File: src/rtl/oni_stack_pkg.sv
// Shared types for the stack controller: command opcodes, controller
// states and the bit positions inside err_flags.
package oni_stack_pkg;

  typedef enum logic [1:0] {
    OP_PUSH  = 2'd0,
    OP_POP   = 2'd1,
    OP_PEEK  = 2'd2,
    OP_CLEAR = 2'd3
  } cmd_op_e;

  typedef enum logic [1:0] {
    ST_IDLE   = 2'd0,
    ST_MEM_WR = 2'd1,
    ST_MEM_RD = 2'd2,
    ST_RESP   = 2'd3
  } state_e;

  localparam int ERR_UNDERFLOW = 0;
  localparam int ERR_OVERFLOW  = 1;

endpackage

File: src/rtl/oni_stack_ctrl.sv
// Hardware stack controller: keeps a downward-growing stack in external
// memory between STACK_BOTTOM and STACK_TOP, serves one PUSH/POP/PEEK/CLEAR
// command at a time and tracks occupancy, high-water mark and sticky errors.
//
// Handshakes:
//   cmd:  a command is taken on a rising edge where cmd_valid && cmd_ready;
//         cmd_op/cmd_data are captured on that edge. cmd_ready is high only
//         while idle, so exactly one command is in flight.
//   mem:  mem_req (with mem_we/mem_addr/mem_wdata) stays high and stable until
//         a rising edge sees mem_ack; mem_rdata is taken on that same edge.
//         Acking in the very first request cycle is allowed. mem_ack seen
//         while no request is outstanding is ignored.
//   rsp:  rsp_valid is a one-cycle pulse with rsp_data/rsp_err, no back-pressure.
module oni_stack_ctrl
  import oni_stack_pkg::*;
#(
  parameter int                DATA_W       = 8,
  parameter int                ADDR_W       = 16,
  parameter logic [ADDR_W-1:0] STACK_TOP    = 16'h9FFF,
  parameter logic [ADDR_W-1:0] STACK_BOTTOM = 16'h9000
) (
  input  logic              clk,
  input  logic              reset,
  input  logic              cmd_valid,
  output logic              cmd_ready,
  input  logic [1:0]        cmd_op,
  input  logic [DATA_W-1:0] cmd_data,
  output logic              rsp_valid,
  output logic [DATA_W-1:0] rsp_data,
  output logic              rsp_err,
  output logic              mem_req,
  output logic              mem_we,
  output logic [ADDR_W-1:0] mem_addr,
  output logic [DATA_W-1:0] mem_wdata,
  input  logic              mem_ack,
  input  logic [DATA_W-1:0] mem_rdata,
  output logic [ADDR_W-1:0] sp,
  output logic [ADDR_W:0]   count,
  output logic [ADDR_W:0]   hwm,
  output logic [1:0]        err_flags,
  input  logic              err_clr,
  output logic [1:0]        state_dbg
);

  // One extra bit so a stack spanning the whole address range can report
  // DEPTH == 2**ADDR_W without wrapping to zero.
  localparam logic [ADDR_W:0]   DEPTH    = {1'b0, STACK_TOP} - {1'b0, STACK_BOTTOM} + 1'b1;
  localparam logic [ADDR_W:0]   CNT_ONE  = 1;
  localparam logic [ADDR_W-1:0] ADDR_ONE = 1;

  state_e              state_q, state_d;
  cmd_op_e             op_in, op_q;
  logic                accept;
  logic                full, empty;
  logic [ADDR_W-1:0]   addr_q;
  logic [DATA_W-1:0]   wdata_q;
  logic [DATA_W-1:0]   rsp_data_q;
  logic                rsp_err_q;
  logic [ADDR_W:0]     count_q, count_d;
  logic [ADDR_W:0]     hwm_q, hwm_d, hwm_base;
  logic [1:0]          err_q, err_set;
  logic [ADDR_W-1:0]   free_slot;

  assign op_in     = cmd_op_e'(cmd_op);
  assign accept    = cmd_valid && (state_q == ST_IDLE);
  assign full      = (count_q == DEPTH);
  assign empty     = (count_q == '0);
  // Address arithmetic is modulo 2**ADDR_W; with a full-range stack the
  // truncated count still lands on the right slot.
  assign free_slot = STACK_TOP - count_q[ADDR_W-1:0];

  // State register.
  always_ff @(posedge clk or negedge reset) begin
    if (!reset) state_q <= ST_IDLE;
    else        state_q <= state_d;
  end

  // Next-state: errors and CLEAR go straight to the response cycle.
  always_comb begin
    state_d = state_q;
    case (state_q)
      ST_IDLE: begin
        if (cmd_valid) begin
          case (op_in)
            OP_PUSH:         state_d = full  ? ST_RESP : ST_MEM_WR;
            OP_POP, OP_PEEK: state_d = empty ? ST_RESP : ST_MEM_RD;
            default:         state_d = ST_RESP;
          endcase
        end
      end
      ST_MEM_WR, ST_MEM_RD: if (mem_ack) state_d = ST_RESP;
      ST_RESP:              state_d = ST_IDLE;
      default:              state_d = ST_IDLE;
    endcase
  end

  // Outputs decoded from state; memory and response buses read zero when idle.
  always_comb begin
    cmd_ready = (state_q == ST_IDLE);
    mem_req   = (state_q == ST_MEM_WR) || (state_q == ST_MEM_RD);
    mem_we    = (state_q == ST_MEM_WR);
    mem_addr  = mem_req ? addr_q : '0;
    mem_wdata = mem_we ? wdata_q : '0;
    rsp_valid = (state_q == ST_RESP);
    rsp_data  = rsp_valid ? rsp_data_q : '0;
    rsp_err   = rsp_valid && rsp_err_q;
    sp        = free_slot;
    count     = count_q;
    hwm       = hwm_q;
    err_flags = err_q;
    state_dbg = state_q;
  end

  // Occupancy only moves on CLEAR acceptance or a completed push/pop access.
  always_comb begin
    count_d = count_q;
    if (accept && op_in == OP_CLEAR)                         count_d = '0;
    else if (state_q == ST_MEM_WR && mem_ack)                count_d = count_q + CNT_ONE;
    else if (state_q == ST_MEM_RD && mem_ack && op_q == OP_POP) count_d = count_q - CNT_ONE;
  end

  // Clearing the mark restarts it from the occupancy it will have next cycle,
  // so hwm never reads below count.
  always_comb begin
    hwm_base = err_clr ? '0 : hwm_q;
    hwm_d    = (count_d > hwm_base) ? count_d : hwm_base;
  end

  // Error events are raised on the accepting edge.
  always_comb begin
    err_set = '0;
    if (accept && op_in == OP_PUSH && full) err_set[ERR_OVERFLOW] = 1'b1;
    if (accept && (op_in == OP_POP || op_in == OP_PEEK) && empty)
      err_set[ERR_UNDERFLOW] = 1'b1;
  end

  // Counters and sticky flags; a new error beats a simultaneous clear.
  always_ff @(posedge clk or negedge reset) begin
    if (!reset) begin
      count_q <= '0;
      hwm_q   <= '0;
      err_q   <= '0;
    end else begin
      count_q <= count_d;
      hwm_q   <= hwm_d;
      err_q   <= (err_clr ? 2'b00 : err_q) | err_set;
    end
  end

  // Command capture and response payload.
  always_ff @(posedge clk or negedge reset) begin
    if (!reset) begin
      op_q       <= OP_PUSH;
      addr_q     <= '0;
      wdata_q    <= '0;
      rsp_data_q <= '0;
      rsp_err_q  <= 1'b0;
    end else if (accept) begin
      op_q       <= op_in;
      wdata_q    <= cmd_data;
      addr_q     <= (op_in == OP_PUSH) ? free_slot : free_slot + ADDR_ONE;
      rsp_data_q <= '0;
      rsp_err_q  <= |err_set;
    end else if (state_q == ST_MEM_WR && mem_ack) begin
      rsp_data_q <= wdata_q;
      rsp_err_q  <= 1'b0;
    end else if (state_q == ST_MEM_RD && mem_ack) begin
      rsp_data_q <= mem_rdata;
      rsp_err_q  <= 1'b0;
    end
  end

endmodule

File: config.mk
export PLATFORM = sky130hd
export DESIGN_NAME = oni_stack_ctrl
export DESIGN_NICKNAME = d
export VERILOG_FILES = /design/src/rtl/oni_stack_pkg.sv /design/src/rtl/oni_stack_ctrl.sv
export SDC_FILE = /design/constraint.sdc
export NUM_CORES = 1
export LEC_CHECK = 0
export ABC_AREA = 0
export BUFFER_PORTS_ARGS = -buffer_cell sky130_fd_sc_hd__buf_4
export CAP_MARGIN = 20
export CORE_MARGIN = 3
export CORE_UTILIZATION = 56
export CTS_BUF_LIST = sky130_fd_sc_hd__clkbuf_8
export CTS_CLUSTER_SIZE = 16
export DETAILED_ROUTE_END_ITERATION = 10
export GPL_TIMING_DRIVEN = 0
export HOLD_SLACK_MARGIN = 0.02
export PLACE_DENSITY_LB_ADDON = 0.1
export SLEW_MARGIN = 20
export SYNTH_ARGS = -nofsm -noshare
export SYNTH_HDL_FRONTEND = slang
export SYNTH_SLANG_ARGS = --single-unit
File: constraint.sdc
create_clock -name clk -period 4.9 [get_ports clk]
set_input_delay 0.98 -clock clk [delete_from_list [all_inputs] [get_ports clk]]
set_output_delay 0.98 -clock clk [all_outputs]
set_load 0.005 [all_outputs]
# [Word-level counts from Yosys, hierarchy flattened]
# Cells that the tools add are included.
[totals] reg_bits=73 in_bits=23 output_inout_bits=91 word_cells=69
[op_classes] addsub=4 magnitude_cmp=1 n_eq_ne=10 n_mux=24 n_bitwise=1 reduce_logical=20
[op_table] operator="$mux 17" n=5
[op_table] operator="$mux 8" n=5
[op_table] operator="$mux 16" n=2
[op_table] operator="$add 17x1->17 const B" n=1
[op_table] operator="$eq 17x13->1 const B" n=1
[op_table] operator="$gt 17x17->1" n=1
[op_table] operator="$logic_not 17->1" n=1
[op_table] operator="$sub 17x1->17 const B" n=1
[op_table] operator="$add 16x1->16 const B" n=1
[op_table] operator="$sub 16x16->16 const A" n=1
[op_table] operator="$logic_and 1x1->1" n=10
[op_table] operator="$eq 2x2->1 const B" n=4
[op_table] operator="$mux 2" n=4
[op_table] operator="$eq 2x1->1 const B" n=3
[op_table] operator="$mux 1" n=6
[op_table] operator="$pmux 2 s3" n=1
[op_table] operator="$reduce_or 2->1" n=3
[op_table] operator="$logic_not 2->1" n=2
[op_table] operator="$ne 2x2->1 const B" n=2
[op_table] operator="$pmux 2 s2" n=1
[op_table] operator="$reduce_bool 3->1" n=1
[op_table] operator="$logic_or 1x1->1" n=2
[op_table] operator="$or 2x2->2" n=1
[op_table] operator="$reduce_and 2->1" n=1

# [Depth between registers and ports, before layout]
[logic_depth] word_depth=8 depth_mapped=17

# [Least setup slack after synthesis]
# OpenSTA, ideal clock, no wires.
[synth_timing] kind="input to register" from="input mem_ack" to="register hwm_q[0] (netlist: hwm[0])" setup_time_ps=125 arrival_time_ps=3706 t_required_ps=4775 setup_slack_ps=1070 stages=13 path_cell_list="nand4b_4 or2_2 buf_2 o31ai_1 xnor2_1 nand2_1 inv_1 ha_1 nand4_1 or4_1 mux2_4 nand2_4 mux2_2"
[synth_via] elab_chain_cells=7
[synth_rtl] element="start, declared" line="oni_stack_ctrl.sv:35" source="input logic mem_ack,"
[synth_rtl] element="$logic_and 1x1->1 (2 in a row)" line="oni_stack_ctrl.sv:119" source="else if (state_q == ST_MEM_RD && mem_ack && op_q == OP_POP) count_d = count_q - CNT_ONE;"
[synth_rtl] element="$mux 17" line="oni_stack_ctrl.sv:119"
[synth_rtl] element="$mux 17 *" line="oni_stack_ctrl.sv:118" source="else if (state_q == ST_MEM_WR && mem_ack) count_d = count_q + CNT_ONE;"
[synth_rtl] element="$mux 17 *" line="oni_stack_ctrl.sv:117" source="if (accept && op_in == OP_CLEAR) count_d = '0;"
[synth_rtl] element="named net count_d[12]" line="oni_stack_ctrl.sv:59" source="logic [ADDR_W:0] count_q, count_d;"
[synth_rtl] element="$gt 17x17->1 *" line="oni_stack_ctrl.sv:126" source="hwm_d = (count_d > hwm_base) ? count_d : hwm_base;"
[synth_rtl] element="$mux 17 *" line="oni_stack_ctrl.sv:126"
[synth_rtl] element="named net hwm_d[0]" line="oni_stack_ctrl.sv:60" source="logic [ADDR_W:0] hwm_q, hwm_d, hwm_base;"
[synth_rtl] element="end signal, assigned" line="oni_stack_ctrl.sv:145" source="hwm_q <= hwm_d;"
[synth_rtl] element="end, declared" line="oni_stack_ctrl.sv:60"
# Mark *: on every way through the listed nets, which the timed path passes. The rest lies on a longest branch.
# A chain may end at the register's enable or synchronous reset.

# [Worst setup path in the final report]
[layout_timing] from="register count_q[0] (netlist: count[0])" to="register hwm_q[11] (netlist: hwm[11])"
[layout_via] elab_chain_cells=6
[layout_rtl] element="start, declared" line="oni_stack_ctrl.sv:59"
[layout_rtl] element="start signal, assigned" line="oni_stack_ctrl.sv:144" source="count_q <= count_d;"
[layout_rtl] element="$sub 17x1->17" line="oni_stack_ctrl.sv:119"
[layout_rtl] element="$mux 17" line="oni_stack_ctrl.sv:119"
[layout_rtl] element="$mux 17 *" line="oni_stack_ctrl.sv:118"
[layout_rtl] element="$mux 17 *" line="oni_stack_ctrl.sv:117"
[layout_rtl] element="named net count_d[8]" line="oni_stack_ctrl.sv:59"
[layout_rtl] element="$gt 17x17->1 *" line="oni_stack_ctrl.sv:126"
[layout_rtl] element="$mux 17 *" line="oni_stack_ctrl.sv:126"
[layout_rtl] element="named net hwm_d[11]" line="oni_stack_ctrl.sv:60"
# Marks and branches as above.

==> flow_metrics.tcl <==
set metrics [dict create \
    number_of_endpoints_with_negative_hold_slack_in_the_final_report 0 \
    met1_layer_usage_reported_by_global_route_pct 38.13 \
    num_io_pins 114 \
    cts_hold_buf 0 \
    grt.total_usage_pct 27.64 \
    place_hpwl_um 9939 \
    min_path_type "register to register" \
    slew_headroom_pct 40.55 \
    cts.clk_slew.worst_paths_ns 0.08 \
    drive_above_1_share_pct 24.69 \
    reg2regPathDepth 15 \
    termination_of_the_worst_setup_path "hwm[11]" \
    syn-num-nets 573 \
    fin_crit_sh_pct 90.33 \
    status "completed" \
    grt_pass1_wl_um 21120 \
    total_congestion_overflow_after_global_routing 0 \
    critical_path_class "register to register" \
    power_report.internal_total_w 0.002193 \
    grtUsageMet3_pct 4.810 \
    period_minus_slack_ns 4.426 \
    final-seq-area_um2 1827 \
    grt-busiest-layer "met2" \
    share_seq_of_total_power_pct 26.3 \
    critPathCaptureType "register" \
    critical_path.reg2reg.startpoint "count[0]" \
    comb_power_share_pct 61.1 \
    placed_area_um2 5624 \
    path_max_fanout 10 \
    antennaDiodeCount 0 \
    timing.critical_path.from "count[0]" \
    timing.reg2reg.setup_slack_ns 0.47 \
    port_buffers 112 \
    cts_tree "done" \
    required_ns 5.16 \
    wl_um 12930 \
    dpl.cell_count 734 \
    ys_flop_type "sky130_fd_sc_hd__dfrtp_1" \
    chipHeight_um 97.18 \
    count_of_nets_left_with_antenna_violations_after_detail_routing 0 \
    worst_case_clock_skew_ns 0.009153 \
    report.final.setup_viol 0 \
    initial_antenna_violation_count 0 \
    seq_area_frac_synth_pct 39.24 \
    critPathArrivalTime_ns 4.69 \
    syn_area_um2 4656 \
    ir_drop_v 0.0007076 \
    cts_root_buffer "sky130_fd_sc_hd__clkbuf_8" \
    startpoint_type "register" \
    cts_buffers 9 \
    skew_pair_late_insertion_delay_ns 0.36 \
    synth_edf_count 0 \
    setup-tns-final_ns 0 \
    core_utilization_of_the_finished_layout_pct 73.89 \
    power.switching_w 0.001711 \
    syn_to_final_growth_pct 25.18 \
    initial_utilization_pct 59.03 \
    timing_max_transition_violations_final 0 \
    dieWidth_um 97.18 \
    finalNetCount 696 \
    grt_max_degree 74 \
    drt_iter0_drc 258 \
    synth_cells 520 \
    postSynthAreaPerCell_um2 8.953 \
    fp-row-count 32 \
    synthArstFlopShare_pct 100.0 \
    number_of_gates_resized_after_cts 0 \
    grt_pass1_vias 4091 \
    finish.cell_count_without_fillers 750 \
    final.hold.worst_slack_ns 0.4776 \
    core_area_um2 7888 \
    cellLeakagePower_nw 2.955 \
    filler_cell_count 610 \
    clock_tree.htree_level_count 3 \
    max_freq_mhz 225.9 \
    timing.rr.end "hwm[11]" \
    multi_input_comb_area_um2 2542 \
    clock_tree.buffer_depth 2 \
    cts_sink_cnt 73 \
    yosysWarningCount 0 \
    power_density_nw_per_um2 669.9 \
    viasPerCell 5.692 \
    route.detailed.drc 0 \
    clockPowerShare_pct 12.6 \
    die-area_um2 9444 \
    synth.ff_latch_count 73 \
    postCtsSetupRepairBufs 0 \
    finish.instance_area_um2 5828 \
    met2_usage_pct 44.37 \
    place.gp.congestion 0.9304 \
    dr.pass1.iters 5 \
    swShare_pct 43.83 \
    unique_masters_post_synth 59 \
    dr_total_vias 4269 \
    avgRoutedWirePerCell_um 17.24 \
    drv_cap 0 \
    unrepaired_setup_endpoints_after_global_routing "no" \
    tightest_slew_ns 0.8917 \
]
-- metal layers --
| layer | up-vias | share of wire (%) |
|---|---|---|
| met5 | - | 0 |
| met1 | 2047 | 43 |
| met2 | 181 | 48 |
| met3 | 24 | 7.3 |
| met4 | 0 | 1.9 |
| li1 | 2017 | - |
-- sequential cells by signal (all words and copies together), names as in the netlist --
| signal | cells |
|---|---|
| addr_q | 16 |
| count | 17 |
| err_flags | 2 |
| hwm | 17 |
| op_q | 2 |
| rsp_data_q | 8 |
| rsp_err_q | 1 |
| state_dbg | 2 |
| wdata_q | 8 |
-- cell type report --
| class | instances | share of cell area (%) |
|---|---|---|
| Clock buffer | 10 | 2.362 |
| Timing Repair Buffer | 112 | 14.43 |
| Multi-Input combinational cell | 379 | 43.62 |
| Inverter | 40 | 2.576 |
| Clock inverter | 6 | 1.138 |
| Buffer | 28 | 2.340 |
| Sequential cell | 73 | 31.34 |
| Tap cell | 102 | 2.190 |
-- worst max-delay path, stage by stage, from the launching register on --
cell and delay (ns):
sky130_fd_sc_hd__dfrtp_1 0.43, sky130_fd_sc_hd__buf_2 0.21, sky130_fd_sc_hd__inv_1 0.13, sky130_fd_sc_hd__ha_1 0.33, sky130_fd_sc_hd__or4b_4 0.54, sky130_fd_sc_hd__nor3_2 0.17, sky130_fd_sc_hd__xnor2_1 0.15, sky130_fd_sc_hd__nor2_1 0.06
sky130_fd_sc_hd__a211oi_1 0.50, sky130_fd_sc_hd__ha_1 0.28, sky130_fd_sc_hd__nand4_1 0.13, sky130_fd_sc_hd__or4_1 0.51, sky130_fd_sc_hd__mux2_4 0.33, sky130_fd_sc_hd__nand2_4 0.13, sky130_fd_sc_hd__buf_8 0.18, sky130_fd_sc_hd__mux2i_1 0.25
-- worst min path at each step --
stage             startpoint  slack, ns       endpoint  depth (start not counted)
2_1_floorplan  rsp_data_q[0]       0.44  rsp_data_q[0]                          2
3_3_place_gp       addr_q[9]       0.45      addr_q[9]                          2
3_5_place_dp   rsp_data_q[4]       0.46  rsp_data_q[4]                          2
4_1_cts        rsp_data_q[4]       0.48  rsp_data_q[4]                          2
5_1_grt            rsp_err_q       0.50      rsp_err_q                          1
6_report       rsp_data_q[6]       0.48  rsp_data_q[6]                          2
-- cells in the final DEF (no fill, tap or decap), types with 10 or more instances in the layout --
master,instances
sky130_fd_sc_hd__o21ai_0,29
sky130_fd_sc_hd__dfrtp_1,73
sky130_fd_sc_hd__clkbuf_1,14
sky130_fd_sc_hd__ha_1,30
sky130_fd_sc_hd__nand3_1,11
sky130_fd_sc_hd__nand2b_1,17
sky130_fd_sc_hd__inv_1,40
sky130_fd_sc_hd__o31ai_1,12
sky130_fd_sc_hd__nand2_1,81
sky130_fd_sc_hd__xnor2_1,24
sky130_fd_sc_hd__nand4_1,10
sky130_fd_sc_hd__a21oi_1,16
sky130_fd_sc_hd__nor2_1,14
sky130_fd_sc_hd__clkbuf_8,10
sky130_fd_sc_hd__mux2i_1,21
sky130_fd_sc_hd__buf_4,114
sky130_fd_sc_hd__and2_1,35
-- cells by family (layout without fill, tap and decap cells) --
| kind of cell | Yosys count | after routing | share of synthesized area [%] |
|---|---|---|---|
| AND/OR/NAND/NOR | 215 | 215 | 25.18 |
| flip-flops | 73 | 73 | 39.24 |
| multiplexers | 23 | 23 | 5.079 |
| adder cells (fa/ha/maj) | 30 | 30 | 8.062 |
| XOR/XNOR | 26 | 26 | 4.891 |
| buffers and inverters | 68 | 196 | 6.154 |
| AO/OA/AOI/OAI | 85 | 85 | 11.40 |
-- power groups by stage --
stage | clock (W) | sequential (W) | combinational (W)
after floorplan | 0 | 0.000986 | 0.00151
after global placement | 0 | 0.00102 | 0.00230
after detailed placement | 0 | 0.00103 | 0.00236
after CTS | 0.000495 | 0.00102 | 0.00238
after global routing | 0.000526 | 0.00106 | 0.00263
final | 0.000492 | 0.00103 | 0.00238
-- stage by stage --
stage / setup WS [ns] / power, W
2_1_floorplan: 1.070 / 0.002500
3_3_place_gp: 0.5996 / 0.003324
3_5_place_dp: 0.5950 / 0.003392
4_1_cts: 0.5346 / 0.003896
5_1_grt: 0.2514 / 0.004212
6_report: 0.4739 / 0.003904
-- synthesized netlist by cell type (3+ instances only) --
cell	count	share of area (%)
sky130_fd_sc_hd__buf_2	9	0.97
sky130_fd_sc_hd__nand4_1	10	1.3
sky130_fd_sc_hd__o22ai_1	5	0.67
sky130_fd_sc_hd__a31o_2	3	0.56
sky130_fd_sc_hd__nand3_1	11	1.2
sky130_fd_sc_hd__ha_1	30	8.1
sky130_fd_sc_hd__nand2_1	81	6.5
sky130_fd_sc_hd__a21oi_1	16	1.7
sky130_fd_sc_hd__and2_1	35	4.7
sky130_fd_sc_hd__nand2b_1	17	2.3
sky130_fd_sc_hd__o31ai_1	12	1.9
sky130_fd_sc_hd__nor3_1	8	0.86
sky130_fd_sc_hd__nor4_1	6	0.81
sky130_fd_sc_hd__nor2b_1	3	0.40
sky130_fd_sc_hd__mux2i_1	21	4.5
sky130_fd_sc_hd__or4_1	3	0.48
sky130_fd_sc_hd__clkbuf_1	14	1.1
sky130_fd_sc_hd__nor3_2	3	0.65
sky130_fd_sc_hd__or3_1	7	0.94
sky130_fd_sc_hd__and3_1	3	0.40
sky130_fd_sc_hd__nor2_1	14	1.1
sky130_fd_sc_hd__o32ai_1	4	0.75
sky130_fd_sc_hd__o21ai_0	29	3.1
sky130_fd_sc_hd__xnor2_1	24	4.5
sky130_fd_sc_hd__inv_1	39	3.1
sky130_fd_sc_hd__dfrtp_1	73	39
(Power assumes the default switching activity.)
